==> src/rtl/frame_write_if.sv <==
// Pixel-stream / BRAM-write bundle between the camera path, the frame write
// controller and the VGA side.
interface frame_write_if #(
    parameter int PIX_W  = 12,
    parameter int ADDR_W = 19
);
    logic              frame_start;
    logic              frame_done;
    logic              pix_valid;
    logic [PIX_W-1:0]  pix_data;
    logic              disp_frame_done;
    logic              wr_en;
    logic [ADDR_W:0]   wr_addr;
    logic [PIX_W-1:0]  wr_data;
    logic              rd_buf;
    logic              frame_ready;
    logic [15:0]       frame_cnt;
    logic [15:0]       drop_cnt;
    logic              err_long;

    modport master (
        output frame_start, frame_done, pix_valid, pix_data, disp_frame_done,
        input  wr_en, wr_addr, wr_data, rd_buf, frame_ready, frame_cnt,
               drop_cnt, err_long
    );

    modport slave (
        input  frame_start, frame_done, pix_valid, pix_data, disp_frame_done,
        output wr_en, wr_addr, wr_data, rd_buf, frame_ready, frame_cnt,
               drop_cnt, err_long
    );
endinterface

==> src/rtl/frame_write_ctrl.sv <==
// Camera-to-BRAM frame writer: decimation, row/column tracking, short/long
// frame detection and ping-pong buffering swapped on the VGA frame boundary.
module frame_write_ctrl #(
    parameter int IMG_W    = 640,
    parameter int IMG_H    = 480,
    parameter int DEC_LOG2 = 0,
    parameter int PIX_W    = 12,
    parameter int ADDR_W   = 19
) (
    input logic         sysclk,
    input logic         sysrst_n,
    frame_write_if.slave bus
);
    localparam int COL_W = (IMG_W > 1) ? $clog2(IMG_W) : 1;
    localparam int ROW_W = $clog2(IMG_H + 1);

    localparam logic [COL_W-1:0] COL_LAST = COL_W'(IMG_W - 1);
    localparam logic [ROW_W-1:0] ROW_END  = ROW_W'(IMG_H);
    localparam logic [COL_W-1:0] COL_MASK = COL_W'((1 << DEC_LOG2) - 1);
    localparam logic [ROW_W-1:0] ROW_MASK = ROW_W'((1 << DEC_LOG2) - 1);

    localparam logic [1:0] S_IDLE   = 2'd0;
    localparam logic [1:0] S_ACTIVE = 2'd1;
    localparam logic [1:0] S_COMMIT = 2'd2;

    // Reset asserts asynchronously but releases on a clock edge.
    logic [1:0] rst_sync_q;
    logic       rst_n;

    always_ff @(posedge sysclk or negedge sysrst_n) begin
        if (!sysrst_n) rst_sync_q <= 2'b00;
        else           rst_sync_q <= {rst_sync_q[0], 1'b1};
    end

    assign rst_n = rst_sync_q[1];

    logic [1:0]        state_q, state_d;
    logic [COL_W-1:0]  col_q, col_d;
    logic [ROW_W-1:0]  row_q, row_d;
    logic [ADDR_W-1:0] offset_q, offset_d;
    logic              wr_buf_q, wr_buf_d;
    logic              bad_q, bad_d;
    logic              pending_q, pending_d;
    logic              rd_buf_q, rd_buf_d;
    logic              wr_en_q, wr_en_d;
    logic [ADDR_W:0]   wr_addr_q, wr_addr_d;
    logic [PIX_W-1:0]  wr_data_q, wr_data_d;
    logic              frame_ready_q, frame_ready_d;
    logic [15:0]       frame_cnt_q, frame_cnt_d;
    logic [15:0]       drop_cnt_q, drop_cnt_d;
    logic              err_long_q, err_long_d;

    logic swap;
    logic drop_inc;
    logic keep;
    logic frame_full;

    assign swap       = bus.disp_frame_done && pending_q;
    assign keep       = ((col_q & COL_MASK) == '0) && ((row_q & ROW_MASK) == '0);
    assign frame_full = (row_q == ROW_END) && (col_q == '0);

    // NOTE: every variable assigned here gets a default first, so no path
    // through the case leaves it unassigned and no latch is inferred.
    always_comb begin
        state_d       = state_q;
        col_d         = col_q;
        row_d         = row_q;
        offset_d      = offset_q;
        wr_buf_d      = wr_buf_q;
        bad_d         = bad_q;
        pending_d     = pending_q;
        rd_buf_d      = rd_buf_q;
        wr_en_d       = 1'b0;
        wr_addr_d     = wr_addr_q;
        wr_data_d     = wr_data_q;
        frame_ready_d = 1'b0;
        frame_cnt_d   = frame_cnt_q;
        err_long_d    = err_long_q;
        drop_inc      = 1'b0;

        if (swap) begin
            rd_buf_d  = ~rd_buf_q;
            pending_d = 1'b0;
        end

        case (state_q)
            S_IDLE: begin
                if (bus.frame_start) begin
                    state_d  = S_ACTIVE;
                    col_d    = '0;
                    row_d    = '0;
                    offset_d = '0;
                    bad_d    = 1'b0;
                    wr_buf_d = ~rd_buf_d;
                    // A committed frame not yet shown gets overwritten.
                    if (pending_q && !swap) begin
                        pending_d = 1'b0;
                        drop_inc  = 1'b1;
                    end
                end
            end

            S_ACTIVE: begin
                if (bus.frame_start) begin
                    drop_inc = 1'b1;
                    col_d    = '0;
                    row_d    = '0;
                    offset_d = '0;
                    bad_d    = 1'b0;
                end else begin
                    if (bus.pix_valid) begin
                        if (row_q == ROW_END) begin
                            bad_d      = 1'b1;
                            err_long_d = 1'b1;
                        end else begin
                            if (keep) begin
                                wr_en_d   = 1'b1;
                                wr_data_d = bus.pix_data;
                                wr_addr_d = {wr_buf_q, offset_q};
                                offset_d  = offset_q + 1'b1;
                            end
                            if (col_q == COL_LAST) begin
                                col_d = '0;
                                row_d = row_q + 1'b1;
                            end else begin
                                col_d = col_q + 1'b1;
                            end
                        end
                    end
                    if (bus.frame_done) state_d = S_COMMIT;
                end
            end

            S_COMMIT: begin
                state_d = S_IDLE;
                if (frame_full && !bad_q) begin
                    pending_d     = 1'b1;
                    frame_ready_d = 1'b1;
                    frame_cnt_d   = frame_cnt_q + 16'd1;
                end else begin
                    drop_inc = 1'b1;
                end
            end

            default: state_d = S_IDLE;
        endcase

        drop_cnt_d = (drop_inc && (drop_cnt_q != 16'hFFFF)) ? drop_cnt_q + 16'd1
                                                             : drop_cnt_q;
    end

    // NOTE: sequential state uses non-blocking assignments so every register
    // samples the pre-edge values, independent of statement order.
    always_ff @(posedge sysclk or negedge rst_n) begin
        if (!rst_n) begin
            state_q       <= S_IDLE;
            col_q         <= '0;
            row_q         <= '0;
            offset_q      <= '0;
            wr_buf_q      <= 1'b0;
            bad_q         <= 1'b0;
            pending_q     <= 1'b0;
            rd_buf_q      <= 1'b0;
            wr_en_q       <= 1'b0;
            wr_addr_q     <= '0;
            wr_data_q     <= '0;
            frame_ready_q <= 1'b0;
            frame_cnt_q   <= '0;
            drop_cnt_q    <= '0;
            err_long_q    <= 1'b0;
        end else begin
            state_q       <= state_d;
            col_q         <= col_d;
            row_q         <= row_d;
            offset_q      <= offset_d;
            wr_buf_q      <= wr_buf_d;
            bad_q         <= bad_d;
            pending_q     <= pending_d;
            rd_buf_q      <= rd_buf_d;
            wr_en_q       <= wr_en_d;
            wr_addr_q     <= wr_addr_d;
            wr_data_q     <= wr_data_d;
            frame_ready_q <= frame_ready_d;
            frame_cnt_q   <= frame_cnt_d;
            drop_cnt_q    <= drop_cnt_d;
            err_long_q    <= err_long_d;
        end
    end

    assign bus.wr_en       = wr_en_q;
    assign bus.wr_addr     = wr_addr_q;
    assign bus.wr_data     = wr_data_q;
    assign bus.rd_buf      = rd_buf_q;
    assign bus.frame_ready = frame_ready_q;
    assign bus.frame_cnt   = frame_cnt_q;
    assign bus.drop_cnt    = drop_cnt_q;
    assign bus.err_long    = err_long_q;
endmodule

==> src/flat_wrapper.sv <==
// flat-port wrapper written by rule: the top's interface ports become plain ports
module frame_write_ctrl_flat 
#(
    parameter int IMG_W    = 640,
    parameter int IMG_H    = 480,
    parameter int DEC_LOG2 = 0,
    parameter int PIX_W    = 12,
    parameter int ADDR_W   = 19
)
  (sysclk, sysrst_n, bus_frame_start, bus_frame_done, bus_pix_valid, bus_pix_data, bus_disp_frame_done, bus_wr_en, bus_wr_addr, bus_wr_data, bus_rd_buf, bus_frame_ready, bus_frame_cnt, bus_drop_cnt, bus_err_long);
  frame_write_if #(.PIX_W(PIX_W), .ADDR_W(ADDR_W)) bus_i ();
  input logic sysclk;
  input logic sysrst_n;
  input wire logic [$bits(bus_i.frame_start)-1:0] bus_frame_start;
  input wire logic [$bits(bus_i.frame_done)-1:0] bus_frame_done;
  input wire logic [$bits(bus_i.pix_valid)-1:0] bus_pix_valid;
  input wire logic [$bits(bus_i.pix_data)-1:0] bus_pix_data;
  input wire logic [$bits(bus_i.disp_frame_done)-1:0] bus_disp_frame_done;
  output wire logic [$bits(bus_i.wr_en)-1:0] bus_wr_en;
  output wire logic [$bits(bus_i.wr_addr)-1:0] bus_wr_addr;
  output wire logic [$bits(bus_i.wr_data)-1:0] bus_wr_data;
  output wire logic [$bits(bus_i.rd_buf)-1:0] bus_rd_buf;
  output wire logic [$bits(bus_i.frame_ready)-1:0] bus_frame_ready;
  output wire logic [$bits(bus_i.frame_cnt)-1:0] bus_frame_cnt;
  output wire logic [$bits(bus_i.drop_cnt)-1:0] bus_drop_cnt;
  output wire logic [$bits(bus_i.err_long)-1:0] bus_err_long;
  assign bus_i.frame_start = bus_frame_start;
  assign bus_i.frame_done = bus_frame_done;
  assign bus_i.pix_valid = bus_pix_valid;
  assign bus_i.pix_data = bus_pix_data;
  assign bus_i.disp_frame_done = bus_disp_frame_done;
  assign bus_wr_en = bus_i.wr_en;
  assign bus_wr_addr = bus_i.wr_addr;
  assign bus_wr_data = bus_i.wr_data;
  assign bus_rd_buf = bus_i.rd_buf;
  assign bus_frame_ready = bus_i.frame_ready;
  assign bus_frame_cnt = bus_i.frame_cnt;
  assign bus_drop_cnt = bus_i.drop_cnt;
  assign bus_err_long = bus_i.err_long;
  frame_write_ctrl #(.IMG_W(IMG_W), .IMG_H(IMG_H), .DEC_LOG2(DEC_LOG2), .PIX_W(PIX_W), .ADDR_W(ADDR_W)) u_core (.sysclk(sysclk), .sysrst_n(sysrst_n), .bus(bus_i));
endmodule
==> config.mk <==
export PLATFORM = sky130hd
export DESIGN_NAME = frame_write_ctrl_flat
export DESIGN_NICKNAME = d
export VERILOG_FILES = /design/src/rtl/frame_write_if.sv /design/src/rtl/frame_write_ctrl.sv /design/src/flat_wrapper.sv
export SDC_FILE = /design/constraint.sdc
export NUM_CORES = 1
export LEC_CHECK = 0
export ABC_AREA = 1
export BUFFER_PORTS_ARGS = -buffer_cell sky130_fd_sc_hd__buf_4
export CORE_ASPECT_RATIO = 0.7
export CORE_MARGIN = 2
export CORE_UTILIZATION = 35
export CTS_CLUSTER_SIZE = 14
export DETAILED_ROUTE_END_ITERATION = 8
export HOLD_SLACK_MARGIN = 0.08
export SLEW_MARGIN = 5
export SYNTH_ARGS = -nofsm -noshare
export SYNTH_HDL_FRONTEND = slang
export SYNTH_SLANG_ARGS = --single-unit
==> constraint.sdc <==
create_clock -name sysclk -period 10.65 [get_ports sysclk]
set_input_delay 2.13 -clock sysclk [delete_from_list [all_inputs] [get_ports sysclk]]
set_output_delay 2.13 -clock sysclk [all_outputs]
set_load 0.03 [all_outputs]
### After elaboration in Yosys (flattened, before gate mapping)

Cells that the tools add are included.

* add/subtract/negate cells: 5
* equal/unequal tests: 12
* multiplexer cells: 43
* bitwise gates (word level): 4
* reductions and logical operators: 18

Operators by type and width (number)
* 19-bit 2-to-1 mux: 4
* 10-bit 2-to-1 mux: 5
* 9-bit 2-to-1 mux: 5
* 19-bit one-hot mux with 2 select lines: 1
* 16-bit by 1-bit adder with 16-bit output, second input constant: 2
* 10-bit one-hot mux with 2 select lines: 1
* 19-bit by 1-bit adder with 19-bit output, second input constant: 1
* 1-bit 2-to-1 mux: 19
* 9-bit one-hot mux with 2 select lines: 1
* 16-bit inequality test, second input constant: 1
* 4-bit AND reduction: 4
* 10-bit by 1-bit adder with 10-bit output, second input constant: 1
* 10-bit == test, second input constant: 1
* 10-bit logical NOT: 1
* 9-bit by 1-bit adder with 9-bit output, second input constant: 1
* 9-bit == test, second input constant: 1
* 2-bit 2-to-1 mux: 3
* 2-bit inequality test, second input constant: 3
* 3-bit by 2-bit inequality test with 1-bit output, second input constant: 2
* 3-bit inequality test, second input constant: 2
* 1-bit logical AND: 5
* 5-bit AND reduction: 1
* 1-bit NOT: 4
* 1-bit one-hot mux with 2 select lines: 2
* other kinds (9): 11

* register bits: 113
* output and inout bits: 68

### Logic depth before layout (Yosys ltp)

* depth after elaboration: 7
* depth in mapped cells: 13
* mapped depth without buffers: 12

### Least setup slack after synthesis

OpenSTA, ideal clock, no wires.

* path kind: in2reg
* start point: input port bus_frame_start
* end point: register u_core.col_q[7]
* arrival: 3.119 ns
* data required time: 10.581 ns
* path slack: 7.462 ns
* stages: 7
* buffers on the path: 2
* path through: buf_2 > nor2_4 > inv_1 > o21ai_4 > buf_6 > nand2_1 > nor2_2

* cells in the longest elaborated chain, start to end: 2
* elaborated cells between the ends (all ways): 6

Ends and longest elaborated chain
* start: declaration: line flat_wrapper.sv:14 `input wire logic [$bits(bus_i.frame_start)-1:0] bus_frame_start;`
* 3-bit inequality test (no line) (tied with other cells)
* 4-bit AND reduction (no line) / 10-bit one-hot mux with 2 select lines (equally long branches)
* end signal: assignment: line frame_write_ctrl.sv:173 `col_q <= col_d;`
* end: declaration: line frame_write_ctrl.sv:38 `logic [COL_W-1:0] col_q, col_d;`

Several ways; a longest one is shown, not always the timed one.
A chain may end at the register's enable or synchronous reset.

### Worst setup path in the final report

* start point: input port bus_frame_start
* end point: register u_core.wr_addr_q[0] (netlist: u_core.bus.wr_addr[0])

* cells in the longest elaborated chain, start to end: 2

Ends and longest elaborated chain
* 1-bit NOT (no line)
* 4-bit AND reduction (no line)
* end signal: assignment: line frame_write_ctrl.sv:181 `wr_addr_q <= wr_addr_d;`
* end: declaration: line frame_write_ctrl.sv:46 `logic [ADDR_W:0] wr_addr_q, wr_addr_d;`

No other way between the ends.

==> reports/qor.csv <==
metric;value;unit
post-place-cells;1045;
p_leak;3.29;nW
min_period;3.79;ns
grt_pass1_wl;23.6;mm
nNetsFinal;864;
drive_gt1_share;16.1;%
synthDistinctLibCells;33;
cp.arrival;4.09;ns
worst_setup_path_start_kind;primary input;
gp_congestion;0.859;
diodes;0;
instances_no_fill;1077;
antenna_found_initial;0;
crit_required;10.95;ns
start_util;35.7;%
die_w;158;um
maxSlewHeadroom;39.0;%
die_h;112;um
finish.utilization;44.3;%
peakVddDrop;0.0971;mV
finalCritPeriodShare;35.6;%
synthesis.instances;749;
nFillCells;1669;
vias;5033;
rsz0062_at_grt;false;
synth_area;0.00582;mm^2
drv_slew;0;
via_per_inst;4.67;
drt-initial-drc-count;459;
mostFrequentLayoutCells;nand2_1 (226), dfrtp_1 (112), buf_4 (86);
clkTransAtPathRegs;0.05;ns
grt_max_degree;59;
outcome;finished clean;
post_cts_buffers;0;
hold_path_startpoint;u_core.rst_sync_q[0]$_DFF_PN0_;
wl_per_cell;13.1;um
slowest_stage;nand3_2;
synth_flop_cell;dfrtp_1;
worstPathCellList;buf_4, nor2_4, nand3_2, inv_2, nand2_1, o21a_1;
cp_slowest_stage_delay;0.72;ns
end_kind;flop;
num_rows;39;
r2r_start;u_core.row_q[0]$_DFFE_PN0P_;
die-area;0.0177;mm^2
hold_class;reg -> reg;
crit_path_start;bus_frame_start;
setup_viol;0;
remaining_drc_errors;0;
grt.overflow.total;0;
fmaxAchievable;264;MHz
r2r_cells;9;
ctsHoldBuffers;0;
worstSetupPathType;in -> reg;
num_io_pins;86;
hold_viol;0;
ys_seq_area_share;48.6;%
r2r_slack;8.02;ns
core;0.0163;mm^2
reg2reg_to;u_core.bus.wr_addr[0]$_DFFE_PN0P_;
cts_resized;0;
synth_area_per_cell;7.77;um^2
worstSkewPairLatency;0.42;ns
grt_pass1_vias;4543;
first_pass_iters;5;
setup_tns;0;ns
cts_made_buffers;17;
tritoncts;done;
clock-skew-final;0.00938;ns
gr-usage-all-layers;17.3;%
antenna_left;0;
endpoint;u_core.bus.wr_addr[0]$_DFFE_PN0P_;
detailed_place_hpwl;10.0;mm
port_buffers;85;
synth-seq-cells;113;
ys_async_sr_fraction;100;%
mostFrequentLayoutCell;nand2_1;
holdWs;0.343;ns
clockBufferDepth;2;
tightest_slew;0.914;ns
routed_wl;14.1;mm
p_per_area;168;mW/mm^2
synth_fp_nets;774;
root_buffer;clkbuf_16;
drv_cap;0;
yosys_warnings;0;
synth_edf_count;0;
cp_max_fo;51;
areaGrowthSynthToFinish;24.1;%
htreeDepth;4;
cts.sinks;113;
-- report_power, final --
part | leakage [nW] | internal [W] | switching (W)
clock network | 0.276 | 0.000347 | 0.000204
registers | 1.52 | 0.000457 | 0.0000327
logic | 1.50 | 0.0000588 | 0.000114
total | 3.29 | 0.000863 | 0.000350
-- area by class of cell --
type	instances	area (um^2)	area share, %
Multi-Input combinational cell	534	2570	35.6
Tap cell	225	282	3.90
Clock inverter	11	114	1.58
Sequential cell	113	2830	39.2
Timing Repair Buffer	86	646	8.94
Clock buffer	21	450	6.23
Inverter	87	327	4.52
-- cell usage after synthesis (2+ instances only) --
cell | number | area share, %
nor2_2 | 3 | 0.32
o21ai_0 | 46 | 4.0
o21bai_1 | 2 | 0.26
nor3b_1 | 3 | 0.39
clkbuf_1 | 3 | 0.19
inv_1 | 82 | 5.3
nor2_1 | 79 | 5.1
buf_6 | 3 | 0.58
nand3_2 | 2 | 0.34
xnor2_1 | 14 | 2.1
a21oi_1 | 14 | 1.2
nand3_1 | 48 | 4.1
xor2_1 | 18 | 2.7
nand2_2 | 5 | 0.54
dfrtp_1 | 113 | 49
nor2_4 | 3 | 0.58
nand4_1 | 20 | 2.2
buf_2 | 9 | 0.77
ha_1 | 7 | 1.5
inv_2 | 4 | 0.26
nand2_1 | 226 | 15
o21ai_1 | 17 | 1.5
nor3_1 | 18 | 1.5
-- cells by family after synthesis --
logic type,synth area share (%)
DFF,48.6
and+or+nand+nor,30.3
xor gates and xnor gates,4.82
other,0.0644
AOI/OAI and AO/OA,7.57
adders and majority gates,1.50
buffers and inverters,7.16
-- metrics by stage --
step                      worst slack [ns]  power (W)  cell area [um^2]
after floorplan                       7.27   0.000608              5820
after global placement                6.41   0.000670              6660
after detailed placement              6.35   0.000671              6660
after CTS                             6.78    0.00123              7220
after global routing                  6.51    0.00127              7220
final                                 6.86    0.00121              7220
-- routing by layer --
metal / wire length, um / GRT usage [%] / vias to the layer above
li1: - / - / 2567
met5: 0 / 0 / -
met1: 7570 / 27.8 / 2306
met4: 195 / 6.31 / 0
met2: 5440 / 21.1 / 145
met3: 880 / 5.02 / 15
-- critical path: cells and delay by family --
kind	cells	cell delay [ns]
simple gates	3	1.04
buf+inv	2	0.76
compound gates	1	0.13
-- worst min-delay path by stage --
stage,depth (start not counted),end,slack (ns)
floorplan,0,u_core.rst_sync_q[1]$_DFF_PN0_,0.33
CTS,0,u_core.rst_sync_q[1]$_DFF_PN0_,0.35
global placement,0,u_core.rst_sync_q[1]$_DFF_PN0_,0.33
detailed placement,0,u_core.rst_sync_q[1]$_DFF_PN0_,0.34
global route,0,u_core.rst_sync_q[1]$_DFF_PN0_,0.37
finish,0,u_core.rst_sync_q[1]$_DFF_PN0_,0.34
-- flip-flops by register name (all words and copies together), names as in the netlist --
register	count
u_core.bad_q	1
u_core.bus.drop_cnt	16
u_core.bus.err_long	1
u_core.bus.frame_cnt	16
u_core.bus.frame_ready	1
u_core.bus.rd_buf	1
u_core.bus.wr_addr	20
u_core.bus.wr_data	12
u_core.bus.wr_en	1
u_core.col_q	10
u_core.offset_q	19
u_core.pending_q	1
u_core.row_q	9
u_core.rst_sync_q	2
u_core.state_q	2
u_core.wr_buf_q	1
No activity file was read; power rests on OpenSTA's default activity.
